File: config.mk
export PLATFORM = sky130hd
export DESIGN_NAME = spi_master_engine
export DESIGN_NICKNAME = d
export VERILOG_FILES = /design/src/rtl/spi_pkg.sv /design/src/rtl/spi_half_period_timer.sv /design/src/rtl/spi_master_engine.sv
export SDC_FILE = /design/constraint.sdc
export NUM_CORES = 1
export LEC_CHECK = 0
export CAP_MARGIN = 20
export CORE_ASPECT_RATIO = 0.75
export CORE_UTILIZATION = 40
export CTS_CLUSTER_DIAMETER = 100
export DETAILED_ROUTE_END_ITERATION = 16
export PLACE_DENSITY_LB_ADDON = 0.08
export REMOVE_ABC_BUFFERS = 1
export SYNTH_ARGS = -nofsm -noshare
export SYNTH_HDL_FRONTEND = slang
export SYNTH_SLANG_ARGS = --single-unit
File: constraint.sdc
create_clock -name SPI_MASTER_ENGINE_CLOCK_50 -period 1.75 [get_ports SPI_MASTER_ENGINE_CLOCK_50]
set_input_delay 0.35 -clock SPI_MASTER_ENGINE_CLOCK_50 [delete_from_list [all_inputs] [get_ports SPI_MASTER_ENGINE_CLOCK_50]]
set_output_delay 0.35 -clock SPI_MASTER_ENGINE_CLOCK_50 [all_outputs]
set_load 0.005 [all_outputs]
File: src/rtl/spi_pkg.sv
// Shared definitions for the SPI master engine: FSM encodings, default widths
// and the fixed SPI mode (mode 0, MSB first).
package spi_pkg;

  localparam int DATAWIDTH_BUS_DEFAULT = 8;
  localparam int STATE_SIZE_DEFAULT    = 3;

  localparam logic CPOL      = 1'b0;
  localparam logic CPHA      = 1'b0;
  localparam logic MSB_FIRST = 1'b1;

  typedef enum logic [2:0] {
    ST_IDLE  = 3'b000,
    ST_LEAD  = 3'b001,
    ST_HIGH  = 3'b010,
    ST_LOW   = 3'b011,
    ST_TRAIL = 3'b100
  } spi_state_e;

endpackage

File: src/rtl/spi_half_period_timer.sv
// SCK half-period divider: counts 0..SCK_HALF_PERIOD-1 and flags the last
// count for one cycle. Held at zero while clear is high.
module spi_half_period_timer #(
  parameter int SCK_HALF_PERIOD = 4,
  parameter int DIV_SIZE        = 8
) (
  input  logic clk,
  input  logic rst_n,
  input  logic clear,
  output logic tc
);

  localparam logic [DIV_SIZE-1:0] LAST = DIV_SIZE'(SCK_HALF_PERIOD - 1);

  logic [DIV_SIZE-1:0] count;

  always_ff @(posedge clk) begin
    if (!rst_n) begin
      count <= '0;
    end else if (clear || (count == LAST)) begin
      count <= '0;
    end else begin
      count <= count + 1'b1;
    end
  end

  assign tc = (count == LAST) && !clear;

endmodule

File: src/rtl/spi_master_engine.sv
// Mode-0 SPI master bit engine: one DATAWIDTH_BUS-bit frame per accepted
// START, SS/SCK/MOSI generated from registers, MISO sampled as SCK rises.
module spi_master_engine
  import spi_pkg::*;
#(
  parameter int DATAWIDTH_BUS   = DATAWIDTH_BUS_DEFAULT,
  parameter int STATE_SIZE      = STATE_SIZE_DEFAULT,
  parameter int SCK_HALF_PERIOD = 4,
  parameter int DIV_SIZE        = 8
) (
  input  logic                     SPI_MASTER_ENGINE_CLOCK_50,
  input  logic                     SPI_MASTER_ENGINE_RESET_InLow,
  input  logic                     SPI_MASTER_ENGINE_START_InHigh,
  input  logic [DATAWIDTH_BUS-1:0] SPI_MASTER_ENGINE_txData_In,
  output logic [DATAWIDTH_BUS-1:0] SPI_MASTER_ENGINE_rxData_Out,
  output logic [DATAWIDTH_BUS-1:0] SPI_MASTER_ENGINE_pulseCount_Out,
  output logic                     SPI_MASTER_ENGINE_READY_OutHigh,
  output logic                     SPI_MASTER_ENGINE_DONE_OutHigh,
  output logic                     SPI_MASTER_ENGINE_SCK_Out,
  output logic                     SPI_MASTER_ENGINE_MOSI_Out,
  input  logic                     SPI_MASTER_ENGINE_MISO_In,
  output logic                     SPI_MASTER_ENGINE_SS_OutLow
);

  localparam int W = DATAWIDTH_BUS;
  localparam logic [W-1:0] FULL_COUNT = W'(W);

  localparam logic [STATE_SIZE-1:0] S_IDLE  = STATE_SIZE'(ST_IDLE);
  localparam logic [STATE_SIZE-1:0] S_LEAD  = STATE_SIZE'(ST_LEAD);
  localparam logic [STATE_SIZE-1:0] S_HIGH  = STATE_SIZE'(ST_HIGH);
  localparam logic [STATE_SIZE-1:0] S_LOW   = STATE_SIZE'(ST_LOW);
  localparam logic [STATE_SIZE-1:0] S_TRAIL = STATE_SIZE'(ST_TRAIL);

  logic                  clk;
  logic                  rst_n;
  logic [STATE_SIZE-1:0] state;
  logic [W-1:0]          tx_shift;
  logic [W-1:0]          rx_shift;
  logic [W-1:0]          rx_data;
  logic [W-1:0]          pulse_count;
  logic                  ready;
  logic                  done;
  logic                  sck;
  logic                  mosi;
  logic                  ss;
  logic                  tc;

  assign clk   = SPI_MASTER_ENGINE_CLOCK_50;
  assign rst_n = SPI_MASTER_ENGINE_RESET_InLow;

  // Divider restarts from zero on every state change: it is held clear in
  // IDLE and wraps on its own terminal count, which is the only exit elsewhere.
  spi_half_period_timer #(
    .SCK_HALF_PERIOD (SCK_HALF_PERIOD),
    .DIV_SIZE        (DIV_SIZE)
  ) u_timer (
    .clk   (clk),
    .rst_n (rst_n),
    .clear (state == S_IDLE),
    .tc    (tc)
  );

  always_ff @(posedge clk) begin
    if (!rst_n) begin
      state       <= S_IDLE;
      ss          <= 1'b1;
      sck         <= CPOL;
      mosi        <= 1'b0;
      rx_data     <= '0;
      pulse_count <= '0;
      ready       <= 1'b1;
      done        <= 1'b0;
      tx_shift    <= '0;
      rx_shift    <= '0;
    end else begin
      done <= 1'b0;
      case (state)
        S_IDLE: begin
          if (SPI_MASTER_ENGINE_START_InHigh) begin
            tx_shift    <= SPI_MASTER_ENGINE_txData_In;
            mosi        <= SPI_MASTER_ENGINE_txData_In[W-1];
            ss          <= 1'b0;
            ready       <= 1'b0;
            pulse_count <= '0;
            rx_shift    <= '0;
            state       <= S_LEAD;
          end
        end
        S_LEAD, S_LOW: begin
          if (tc) begin
            sck         <= ~CPOL;
            rx_shift    <= {rx_shift[W-2:0], SPI_MASTER_ENGINE_MISO_In};
            pulse_count <= pulse_count + 1'b1;
            state       <= S_HIGH;
          end
        end
        S_HIGH: begin
          if (tc) begin
            sck <= CPOL;
            if (pulse_count == FULL_COUNT) begin
              state <= S_TRAIL;
            end else begin
              // Rotate rather than shift; the wrapped bit is never sent.
              tx_shift <= {tx_shift[W-2:0], tx_shift[W-1]};
              mosi     <= tx_shift[W-2];
              state    <= S_LOW;
            end
          end
        end
        S_TRAIL: begin
          if (tc) begin
            ss      <= 1'b1;
            mosi    <= 1'b0;
            rx_data <= rx_shift;
            done    <= 1'b1;
            ready   <= 1'b1;
            state   <= S_IDLE;
          end
        end
        default: begin
          state <= S_IDLE;
          ss    <= 1'b1;
          sck   <= CPOL;
          mosi  <= 1'b0;
          ready <= 1'b1;
        end
      endcase
    end
  end

  assign SPI_MASTER_ENGINE_rxData_Out     = rx_data;
  assign SPI_MASTER_ENGINE_pulseCount_Out = pulse_count;
  assign SPI_MASTER_ENGINE_READY_OutHigh  = ready;
  assign SPI_MASTER_ENGINE_DONE_OutHigh   = done;
  assign SPI_MASTER_ENGINE_SCK_Out        = sck;
  assign SPI_MASTER_ENGINE_MOSI_Out       = mosi;
  assign SPI_MASTER_ENGINE_SS_OutLow      = ss;

endmodule
==> impl_metrics.csv <==
group,metric,value,unit
finish,synthToLayoutAreaGrowth,38.00,%
yosys,synth_area_per_cell,9.418,um^2
clock_tree,clkLatencyLatePin,0.30,ns
power_and_ir_drop,leakage,1.150,nW
detailed_routing,vias_per_cell,5.263,
clock_tree,post_cts_buffers,0,
detailed_routing,ant_nets,0,
global_route,grt_pass1_vias,1656,
global_route,grt_overflow,0,
global_route,grt_max_degree,18,
clock_tree,cts_tree,"yes",
yosys,ys_types,45,
finish,nNetsFinal,296,
floorplan,initial_core_util,42.20,%
finish,fin_util,58.23,%
timing,finalHoldWorstSlack,0.4611,ns
yosys,syn_inst,222,
critical_path,cp_max_fo,5,
floorplan,rows,22,
placed_design,gp_congestion,0.7926,
detailed_routing,wl_per_cell,13.91,um
run,maxCapViolCount,0,
clock_tree,clock_tree.root_cell,"clkbuf_8",
clock_tree,cts-hold-fix-buffers,0,
timing,tightest_slew,0.5380,ns
clock_tree,cts.clk_slew.worst_paths,0.09,ns
floorplan,core,4955,um^2
clock_tree,clock_tree.buffer_depth,2,
yosys,ys_async_sr_fraction,0,%
clock_tree,cts_sinks,47,
power_and_ir_drop,powerDensity,685.4,nW/um^2
timing,max_clock_freq,546.0,MHz
global_route,grt_antenna_before_repair,0,
timing,max_slew_margin,63.21,%
timing,setup_ws,-0.08165,ns
detailed_routing,vias,1800,
floorplan,die_x,85.48,um
yosys,yosysSeqAreaShare,45.00,%
floorplan,pin_count,33,
detailed_routing,dr.pass1.iters,5,
timing,setup_tns,-0.5847,ns
finish,antenna_cells,0,
global_route,gr-usage-all-layers,18.17,%
finish,fill_cells,439,
timing,layout_min_cycle_time,1.832,ns
placed_design,dpl.cell_count,333,
clock_tree,cts_made_buffers,5,
critical_path,crit_required,1.98,ns
timing,worst_clock_skew,0.008788,ns
min_path,hold_path_class,"register to register",
timing,hold_violations,0,
global_route,grt_pass1_wl,7.907,mm
critical_path,worstPathArrival,2.06,ns
yosys,ys.flop_type,"dfxtp_1",
yosys,netlist_area,2091,um^2
detailed_routing,drc,0,
yosys,synth_edf_count,0,
timing,rsz0062_at_grt,"yes",
placed_design,place_hpwl,3.411,mm
detailed_routing,route.final.wire_length,4.757,mm
timing,fin_crit_sh,104.7,%
floorplan,die-area,5523,um^2
critical_path,end_kind,"register",
finish,final_cell_count_no_fill,342,
critical_path,path_class,"register to register",
power_and_ir_drop,irDropWorstVdd,0.3444,mV
detailed_routing,drtIter0Drc,107,
timing,setup_viol,12,
clock_tree,cts_max_level,2,
run_status,status,"finished with violations",
placed_design,portBuffers,32,
yosys,synth-seq-cells,47,
timing,final_max_slew_viol_count,0,
floorplan,die_h,64.61,um
critical_path,start_kind,"register",
yosys,yosys_warnings,0,
finish,post_route_cells_drive_above_1_share,23.76,%
run_status,violations,"setup timing",
[metrics by stage]
step	worst slack (ns)	power, W	area (um^2)
after floorplan	-0.2168	0.001216	2033
after global placement	-0.2801	0.001319	2666
after detailed placement	-0.2943	0.001319	2666
after CTS	-0.05394	0.001970	2770
after global routing	-0.2089	0.002086	2885
final	-0.08165	0.001978	2885
[cell type report]
cell class / count / area [um^2] / area share [%]
multi-input combinational: 152 / 1146 / 39.72
clock inverter: 3 / 20.02 / 0.6938
inverter: 12 / 45.04 / 1.561
sequential: 47 / 943.4 / 32.70
clock buffer: 5 / 68.82 / 2.385
tap: 60 / 75.07 / 2.602
timing repair buffer: 63 / 586.8 / 20.34
[synthesized netlist by cell type (3+ instances only)]
library cell,number,share of area [%]
nor2b_1,9,2.7
nor2_1,23,4.1
nand2_1,11,2.0
nand3_1,10,2.4
ha_1,3,1.8
a2111oi_0,7,2.9
dfxtp_1,47,45
nand2b_1,3,0.90
a22o_1,8,3.4
a31o_2,3,1.3
a31oi_1,7,2.1
a211oi_1,7,2.5
a21oi_1,8,1.9
clkbuf_1,7,1.3
inv_1,11,2.0
o21ai_0,5,1.2
mux2i_1,10,4.8
and3_1,6,1.8
xor2_1,5,2.1
[cell families after synthesis]
family / count (synthesis) / synth area share, %
XOR/XNOR: 6 / 2.513
buffers and inverters: 23 / 4.907
AND/OR/NAND/NOR: 77 / 20.41
AO/OA/AOI/OAI: 55 / 20.05
multiplexers: 11 / 5.326
adder cells (fa/ha/maj): 3 / 1.796
flip-flops: 47 / 45.00
[power breakdown]
| group | internal, W | switching, W | total [W] |
|---|---|---|---|
| Combinational | 0.000121 | 0.0000961 | 0.000217 |
| Clock | 0.000278 | 0.000371 | 0.000649 |
| Sequential | 0.00109 | 0.0000184 | 0.00111 |
| Total | 0.00149 | 0.000486 | 0.00198 |
[flip-flops by register name, summed over array words and instances, names as in the netlist]
signal and cells:
SPI_MASTER_ENGINE_pulseCount_Out 8, SPI_MASTER_ENGINE_rxData_Out 8, rx_shift 8, tx_shift 8
u_timer.count 8, state 3, SPI_MASTER_ENGINE_DONE_OutHigh 1, SPI_MASTER_ENGINE_MOSI_Out 1
SPI_MASTER_ENGINE_SCK_Out 1, SPI_MASTER_ENGINE_SS_OutLow 1
[cells in the final DEF, fill, tap and decap left out, drive strengths merged, types with 3 or more instances in the layout]
cell	instances
a31o	3
buf	30
xor2	5
clkdlybuf4s50	32
nor3b	3
a21oi	8
a2111oi	7
a22o	8
nor2b	9
nand2	11
and3	6
a211oi	7
nand2b	3
clkbuf	6
nor2	23
inv	11
mux2i	10
o21ai	5
dfxtp	47
a31oi	7
nand3	10
ha	3
[metal layers]
| metal | up-vias | wire, um | track usage, % |
|---|---|---|---|
| met5 | - | 0 | 0 |
| met4 | 0 | 40 | 5.000 |
| met3 | 7 | 228 | 4.204 |
| met2 | 42 | 1934 | 26.00 |
| met1 | 824 | 2554 | 27.03 |
| li1 | 927 | - | - |
[critical path, cell delays in order (launching register included)]
cell and delay [ns]:
dfxtp_2 0.33, inv_2 0.06, ha_4 0.11, or4b_4 0.49, o41ai_4 0.29, or2_4 0.21
buf_12 0.11, mux2i_1 0.16
[what timing repair did]
item,4_1_cts,5_1_grt
gates resized for setup,7,22
endpoints found under the setup margin,12,31
pin swaps,9,5
gates cloned,0,1
[path summary, 6_finish.rpt]
check | end | depth (start not counted) | slack, ns | start
worst max-delay path | tx_shift[7]$_SDFFE_PN0P_ | 7 | -0.08 | SPI_MASTER_ENGINE_pulseCount_Out[0]$_SDFFE_PN0P_
worst min-delay path | tx_shift[0]$_SDFFE_PN0P_ | 2 | 0.46 | tx_shift[0]$_SDFFE_PN0P_
worst max register to register | tx_shift[7]$_SDFFE_PN0P_ | 7 | -0.08 | SPI_MASTER_ENGINE_pulseCount_Out[0]$_SDFFE_PN0P_
worst min register to register | tx_shift[0]$_SDFFE_PN0P_ | 2 | 0.46 | tx_shift[0]$_SDFFE_PN0P_
Note: power is estimated with default switching activity, not from simulation.
